**src/rtl/pulse_capture_gate.sv**
```systemverilog
`default_nettype none
// ============================================================================
// Module      : pulse_capture_gate
// Description : Per-pulse sample gate for the radar receive chain. On each
//               accepted radar trigger it snapshots a 128-bit header
//               (trigger count, timestamp, azimuth counts, missed-trigger
//               count) and pulses init, then discards a programmable number
//               of strobed samples and forwards exactly n_samples strobed
//               samples before idling until the next trigger.
//
// Ports       : clock, reset      - system clock, async active-high reset
//               enable            - block enable; low forces IDLE
//               trig_in/acp_in/arp_in - raw asynchronous trigger / azimuth
//                                   count / azimuth reset pulses
//               data_in/strobe_in - decimated sample stream
//               delay/n_samples   - per-pulse skip / forward counts
//               init/meta_data    - header load pulse and header word
//               data_out/strobe_out - forwarded sample stream (latency 1)
//               busy              - high whenever not IDLE
//
// Revision    : 1.0 - initial release
// ============================================================================
module pulse_capture_gate #(
    parameter int DATA_WIDTH      = 16,
    parameter int META_DATA_WIDTH = 128,
    parameter int CNT_WIDTH       = 16
) (
    input  logic                       clock,
    input  logic                       reset,
    input  logic                       enable,
    input  logic                       trig_in,
    input  logic                       acp_in,
    input  logic                       arp_in,
    input  logic [DATA_WIDTH-1:0]      data_in,
    input  logic                       strobe_in,
    input  logic [CNT_WIDTH-1:0]       delay,
    input  logic [CNT_WIDTH-1:0]       n_samples,
    output logic                       init,
    output logic [META_DATA_WIDTH-1:0] meta_data,
    output logic [DATA_WIDTH-1:0]      data_out,
    output logic                       strobe_out,
    output logic                       busy
);

    localparam logic [15:0] c_MISSED_MAX = 16'hFFFF;

    typedef enum logic [1:0] {
        S_IDLE    = 2'd0,
        S_INIT    = 2'd1,
        S_DELAY   = 2'd2,
        S_CAPTURE = 2'd3
    } state_t;

    // ------------------------------------------------------------------
    // Input conditioning: bit 0 = trigger, bit 1 = ACP, bit 2 = ARP.
    // Two synchronizer flops, a history flop, and a registered edge so the
    // event pulse appears three clocks after the raw input rises.
    // ------------------------------------------------------------------
    logic [2:0] raw;
    logic [2:0] sync1_q;
    logic [2:0] sync2_q;
    logic [2:0] sync3_q;
    logic [2:0] edge_q;

    assign raw = {arp_in, acp_in, trig_in};

    always_ff @(posedge clock or posedge reset) begin
        if (reset) begin
            sync1_q <= '0;
            sync2_q <= '0;
            sync3_q <= '0;
            edge_q  <= '0;
        end else begin
            sync1_q <= raw;
            sync2_q <= sync1_q;
            sync3_q <= sync2_q;
            edge_q  <= sync2_q & ~sync3_q;
        end
    end

    logic trig_edge;
    logic acp_edge;
    logic arp_edge;

    assign trig_edge = edge_q[0];
    assign acp_edge  = edge_q[1];
    assign arp_edge  = edge_q[2];

    // ------------------------------------------------------------------
    // Free-running counters; they keep running while the block is disabled
    // so the header always reflects true time and antenna position.
    // ------------------------------------------------------------------
    logic [31:0] ts_q;
    logic [15:0] acp_cnt_q;
    logic [15:0] arp_cnt_q;

    always_ff @(posedge clock or posedge reset) begin
        if (reset) begin
            ts_q      <= '0;
            acp_cnt_q <= '0;
            arp_cnt_q <= '0;
        end else begin
            ts_q <= ts_q + 32'd1;
            // A heading mark restarts the azimuth count even if an ACP
            // edge lands in the same cycle.
            if (arp_edge) begin
                acp_cnt_q <= '0;
                arp_cnt_q <= arp_cnt_q + 16'd1;
            end else if (acp_edge) begin
                acp_cnt_q <= acp_cnt_q + 16'd1;
            end
        end
    end

    // ------------------------------------------------------------------
    // Pulse FSM and per-pulse registers
    // ------------------------------------------------------------------
    state_t                       state_q,      state_d;
    logic [CNT_WIDTH-1:0]         delay_cnt_q,  delay_cnt_d;
    logic [CNT_WIDTH-1:0]         samp_cnt_q,   samp_cnt_d;
    logic [31:0]                  trig_cnt_q,   trig_cnt_d;
    logic [15:0]                  missed_cnt_q, missed_cnt_d;
    logic [META_DATA_WIDTH-1:0]   meta_q,       meta_d;
    logic [DATA_WIDTH-1:0]        data_out_q,   data_out_d;
    logic                         strobe_out_q, strobe_out_d;
    logic                         accept;

    always_ff @(posedge clock or posedge reset) begin
        if (reset) begin
            state_q      <= S_IDLE;
            delay_cnt_q  <= '0;
            samp_cnt_q   <= '0;
            trig_cnt_q   <= '0;
            missed_cnt_q <= '0;
            meta_q       <= '0;
            data_out_q   <= '0;
            strobe_out_q <= 1'b0;
        end else begin
            state_q      <= state_d;
            delay_cnt_q  <= delay_cnt_d;
            samp_cnt_q   <= samp_cnt_d;
            trig_cnt_q   <= trig_cnt_d;
            missed_cnt_q <= missed_cnt_d;
            meta_q       <= meta_d;
            data_out_q   <= data_out_d;
            strobe_out_q <= strobe_out_d;
        end
    end

    always_comb begin
        state_d      = state_q;
        delay_cnt_d  = delay_cnt_q;
        samp_cnt_d   = samp_cnt_q;
        trig_cnt_d   = trig_cnt_q;
        missed_cnt_d = missed_cnt_q;
        meta_d       = meta_q;
        data_out_d   = data_out_q;
        strobe_out_d = 1'b0;
        accept       = 1'b0;

        unique case (state_q)
            S_IDLE: begin
                if (trig_edge && enable) begin
                    accept      = 1'b1;
                    // Header captures pre-update values of every counter.
                    meta_d      = META_DATA_WIDTH'({missed_cnt_q,
                                                    16'(n_samples),
                                                    arp_cnt_q,
                                                    acp_cnt_q,
                                                    ts_q,
                                                    trig_cnt_q});
                    delay_cnt_d = delay;
                    samp_cnt_d  = n_samples;
                    trig_cnt_d  = trig_cnt_q + 32'd1;
                    state_d     = S_INIT;
                end
            end
            S_INIT: begin
                // Any strobe during the header cycle is dropped.
                if (delay_cnt_q != '0) begin
                    state_d = S_DELAY;
                end else if (samp_cnt_q != '0) begin
                    state_d = S_CAPTURE;
                end else begin
                    state_d = S_IDLE;
                end
            end
            S_DELAY: begin
                if (strobe_in) begin
                    delay_cnt_d = delay_cnt_q - CNT_WIDTH'(1);
                    if (delay_cnt_q == CNT_WIDTH'(1)) begin
                        state_d = (samp_cnt_q != '0) ? S_CAPTURE : S_IDLE;
                    end
                end
            end
            S_CAPTURE: begin
                if (strobe_in) begin
                    strobe_out_d = 1'b1;
                    data_out_d   = data_in;
                    samp_cnt_d   = samp_cnt_q - CNT_WIDTH'(1);
                    if (samp_cnt_q == CNT_WIDTH'(1)) begin
                        state_d = S_IDLE;
                    end
                end
            end
            default: begin
                state_d = S_IDLE;
            end
        endcase

        // Disabling abandons any pulse in progress; no sample escapes.
        if (!enable) begin
            state_d      = S_IDLE;
            strobe_out_d = 1'b0;
            data_out_d   = data_out_q;
        end

        // Triggers that arrive while busy or disabled are tallied so the
        // next header reports how many pulses were lost.
        if (trig_edge) begin
            if (accept) begin
                missed_cnt_d = '0;
            end else if (missed_cnt_q != c_MISSED_MAX) begin
                missed_cnt_d = missed_cnt_q + 16'd1;
            end
        end
    end

    assign init       = (state_q == S_INIT) && enable;
    assign busy       = (state_q != S_IDLE);
    assign meta_data  = meta_q;
    assign data_out   = data_out_q;
    assign strobe_out = strobe_out_q;

endmodule
`default_nettype wire

```
**config.mk**
```make
export PLATFORM = sky130hd
export DESIGN_NAME = pulse_capture_gate
export DESIGN_NICKNAME = d
export VERILOG_FILES = /design/src/rtl/pulse_capture_gate.sv
export SDC_FILE = /design/constraint.sdc
export NUM_CORES = 1
export LEC_CHECK = 0
export CAP_MARGIN = 0
export CORE_UTILIZATION = 41
export DETAILED_ROUTE_END_ITERATION = 7
export SETUP_SLACK_MARGIN = 0.3
export SYNTH_ARGS = -nofsm -noshare
export SYNTH_HDL_FRONTEND = slang
export SYNTH_SLANG_ARGS = --single-unit
```
**constraint.sdc**
```tcl
create_clock -name clock -period 17.5 [get_ports clock]
set_input_delay 2.625 -clock clock [delete_from_list [all_inputs] [get_ports clock]]
set_output_delay 2.625 -clock clock [all_outputs]
set_load 0.01 [all_outputs]
```
==> impl_results.rst <==
.. list-table::
   :header-rows: 1

   * - Metric
     - Value
   * - Startpoint types
     - input pin
   * - Yosys warning total
     - 0
   * - Switch Pwr
     - 510.7 µW
   * - Row cnt
     - 65
   * - Min Clock Period, post-route
     - 6.622 ns
   * - N_diodes
     - 0
   * - Number of hold violations in the final report
     - 0
   * - Final setup fails
     - 0
   * - Sequential-to-total area share from yosys stat
     - 0.5719
   * - Tcrit/Tclk final
     - 0.3784
   * - Maximum vdd ir drop
     - 83.26 µV
   * - Global-route congestion overflow total
     - 0
   * - Detailed placement HPWL
     - 19.43 mm
   * - Most frequent standard cell in the layout excluding fill and tap cells
     - sky130_fd_sc_hd__nand2_1
   * - Relative contribution of the clock network to total power
     - 0.396
   * - Leak pwr
     - 7.683 nW
   * - Final Wtd Congestion
     - 0.8166
   * - Clock latency on the worst-skew pair
     - 0.51 ns
   * - Total negative slack for setup checks
     - 0 ns
   * - Pin count of the biggest net entering global routing
     - 168
   * - Via count of the first global-routing pass
     - 9930
   * - # IOs
     - 202
   * - Maximum buffer depth of the clock tree
     - 3
   * - Slew headroom
     - 0.1995
   * - Flops & latches, synth
     - 303
   * - Avg Synthesized Cell Area
     - 9.864 µm²
   * - Area occupied by multi-input gates
     - 5353 µm²
   * - Part of the power in registers
     - 0.457
   * - Fraction of layout instances using a drive strength above 1
     - 0.07469
   * - All-Layer GR Usage
     - 0.1884
   * - Chip Width
     - 181.8 µm
   * - Hold Crit Class
     - reg -> reg
   * - Setup Skew
     - 0.01585 ns
   * - Die height
     - 181.8 µm
   * - Post-CTS setup buffer count
     - 0
   * - Synth async-reset ratio
     - 1.000
   * - Worst Setup Path Type
     - in -> out
   * - Detailed-route DRC error count
     - 0
   * - Leading cell types in the layout, fill and taps excluded
     - 423 x sky130_fd_sc_hd__nand2_1, 303 x sky130_fd_sc_hd__dfrtp_1, 201 x sky130_fd_sc_hd__clkdlybuf4s50_1
   * - Total wire length
     - 30.06 mm
   * - Number of buffers inserted during clock tree synthesis
     - 35
   * - First-pass GRT wire length
     - 51.23 mm
   * - TritonCTS clock tree
     - yes
   * - Floorplan core area
     - 31720 µm²
   * - Number of distinct library cell variants in the gate-level netlist after synthesis
     - 67
   * - Clock sink count
     - 303
   * - Internal Pwr Total
     - 1.393 mW
   * - Data arrival time of the critical path
     - 4.00 ns
   * - Avg WL per Cell
     - 15.37 µm
   * - Post-synthesis net count
     - 1408
   * - Number of placed instances with taps included
     - 1893
   * - Maximum fanout along the worst path
     - 6
   * - Filler-free cell count of the finished design
     - 1955
   * - Routed vias
     - 10160
   * - Setup repair after global routing missed its margin
     - false
   * - Max-capacitance violation count
     - 0
   * - Remaining antenna violation count after routing
     - 0
   * - Clock Pin Slew Worst Setup and Hold Paths
     - 0.05 ns
   * - Number of antenna violations at the first check in global routing
     - 0
   * - H-Tree Depth
     - 2
   * - DRT iter0 DRCs
     - 585
   * - Starting density of the core
     - 0.4180
   * - CTS Hold Buffers Added
     - 0
   * - TritonRoute pass-1 iters
     - 5
   * - Highest attainable clock frequency
     - 151.0 MHz
   * - Layout overhead on the synthesized area
     - 26.77%
   * - Type of destination of the critical path
     - primary output
   * - Number of input and output port buffers inserted
     - 201
   * - Synth Instances
     - 1344
   * - Share of total power in combinational logic
     - 0.147
   * - Clk Tree Root Cell
     - sky130_fd_sc_hd__clkbuf_16
   * - Die footprint
     - 33060 µm²
   * - Number of fill cells
     - 2890
   * - Power density over cell area
     - 113.2 nW/µm²
   * - Number of nets in the layout
     - 1592
   * - Worst path required time
     - 14.88 ns
   * - Outcome
     - completed
   * - Switching share of power
     - 0.2683
   * - Slew @ Worst Pin
     - 1.201 ns
   * - Sequential cell area
     - 7582 µm²
   * - Number of vias per cell after detailed routing
     - 5.194
   * - Post-synthesis instance area
     - 13260 µm²
   * - Count of cells resized by post-cts repair
     - 0
   * - Max-slew violation count
     - 0
   * - Count of flip-flops with a built-in enable after synthesis
     - 0
   * - Top FF cell, synth
     - sky130_fd_sc_hd__dfrtp_1
## worst paths after layout
path                                        startpoint                         end  slack, ns  depth (start not counted)
worst max register to register  state_q[1]$_DFFE_PP0P_  delay_cnt_q[1]$_DFFE_PP0P_      14.20                          5
min in group asynchronous                        reset   meta_data[56]$_DFFE_PP0P_       2.69                          2
worst min-delay path              sync1_q[1]$_DFF_PP0_        sync2_q[1]$_DFF_PP0_       0.35                          0
max in group asynchronous                        reset     data_out[8]$_DFFE_PP0P_      13.34                          3
worst min register to register    sync1_q[1]$_DFF_PP0_        sync2_q[1]$_DFF_PP0_       0.35                          0
worst max-delay path                            enable                        init      10.88                          4
## Yosys cell counts (all sizes together) (3+ instances only)
library cell / n / share of area
nor2b: 5 / 0.0024
o2bb2a: 4 / 0.0030
dfrtp: 303 / 0.57
o22ai: 7 / 0.0033
clkbuf: 32 / 0.0091
inv: 20 / 0.0057
o21ai: 41 / 0.015
mux2: 19 / 0.016
o41ai: 3 / 0.0025
nor3: 25 / 0.011
or4b: 6 / 0.0048
o211ai: 8 / 0.0045
a22oi: 5 / 0.0028
or3b: 3 / 0.0020
and4: 17 / 0.011
a211oi: 4 / 0.0023
or3: 4 / 0.0019
ha: 9 / 0.0085
xnor2: 63 / 0.042
a31oi: 4 / 0.0019
nand2: 423 / 0.12
a21oi: 49 / 0.019
nor2: 51 / 0.014
nand2b: 3 / 0.0014
mux2i: 4 / 0.0030
nand4: 47 / 0.023
or4: 14 / 0.0082
buf: 29 / 0.011
nand3: 45 / 0.017
xor2: 23 / 0.015
o32ai: 3 / 0.0020
and3: 16 / 0.0076
and2: 6 / 0.0028
o2bb2ai: 4 / 0.0026
o31ai: 7 / 0.0040
nor4: 13 / 0.0093
## power groups by stage
stage	clock, mW	sequential [mW]	combinational (mW)
2_1_floorplan	0	0.876	0.141
3_3_place_gp	0	0.877	0.279
3_5_place_dp	0	0.879	0.285
4_1_cts	0.776	0.869	0.285
5_1_grt	0.803	0.883	0.314
6_report	0.754	0.869	0.280
## routing by layer
| metal | share of wire | up-vias | track usage |
|---|---|---|---|
| met3 | 0.044 | 53 | 0.03450 |
| met4 | 0.025 | 0 | 0.06780 |
| met2 | 0.45 | 202 | 0.2882 |
| met1 | 0.48 | 4945 | 0.2675 |
| met5 | 0 | - | 0 |
| li1 | - | 4955 | - |
## cells by family (layout without fill, tap and decap cells)
| family | Yosys count | after routing | synth area share |
|---|---|---|---|
| and+or+nand+nor | 689 | 689 | 0.2455 |
| DFF | 303 | 303 | 0.5719 |
| AOI/OAI and AO/OA | 153 | 153 | 0.07229 |
| xor gates and xnor gates | 86 | 86 | 0.05681 |
| buffers and inverters | 81 | 290 | 0.02586 |
| muxes | 23 | 23 | 0.01916 |
| adders and majority gates | 9 | 9 | 0.008494 |
## through the flow
step                        util  power, mW  hold WS [ns]  worst slack [ns]  cell area (µm²)
after floorplan                -      1.017        0.3312             6.501            13260
after global placement    0.4918      1.156        0.3354             10.87            15600
after detailed placement  0.4918      1.164        0.3394             10.86            15600
after CTS                 0.5299      1.930        0.3529             10.86            16810
after global routing      0.5299      2.001        0.3551             10.77            16810
final                     0.5299      1.903        0.3515             10.88            16810
## worst max-delay path: stages
cell	delay, ns
sky130_fd_sc_hd__clkdlybuf4s50_1	0.61
sky130_fd_sc_hd__nand2_1	0.10
sky130_fd_sc_hd__nor2_1	0.11
sky130_fd_sc_hd__clkdlybuf4s50_1	0.55
## layout make-up
| class | instances | share of cell area |
|---|---|---|
| sequential | 303 | 0.4511 |
| multi-input combinational | 960 | 0.3185 |
| timing repair buffer | 208 | 0.1236 |
| clock buffer | 52 | 0.06365 |
| tap | 402 | 0.02993 |
| clock inverter | 10 | 0.008338 |
| inverter | 20 | 0.004913 |
## sequential cells by signal, indices dropped and copies added (netlist names)
| name | flops |
|---|---|
| acp_cnt_q | 16 |
| arp_cnt_q | 16 |
| data_out | 16 |
| delay_cnt_q | 16 |
| edge_q | 3 |
| meta_data | 128 |
| missed_cnt_q | 16 |
| samp_cnt_q | 16 |
| state_q | 2 |
| strobe_out | 1 |
| sync1_q | 3 |
| sync2_q | 3 |
| sync3_q | 3 |
| trig_cnt_q | 32 |
| ts_q | 32 |
Note: power is estimated with default switching activity, not from simulation.
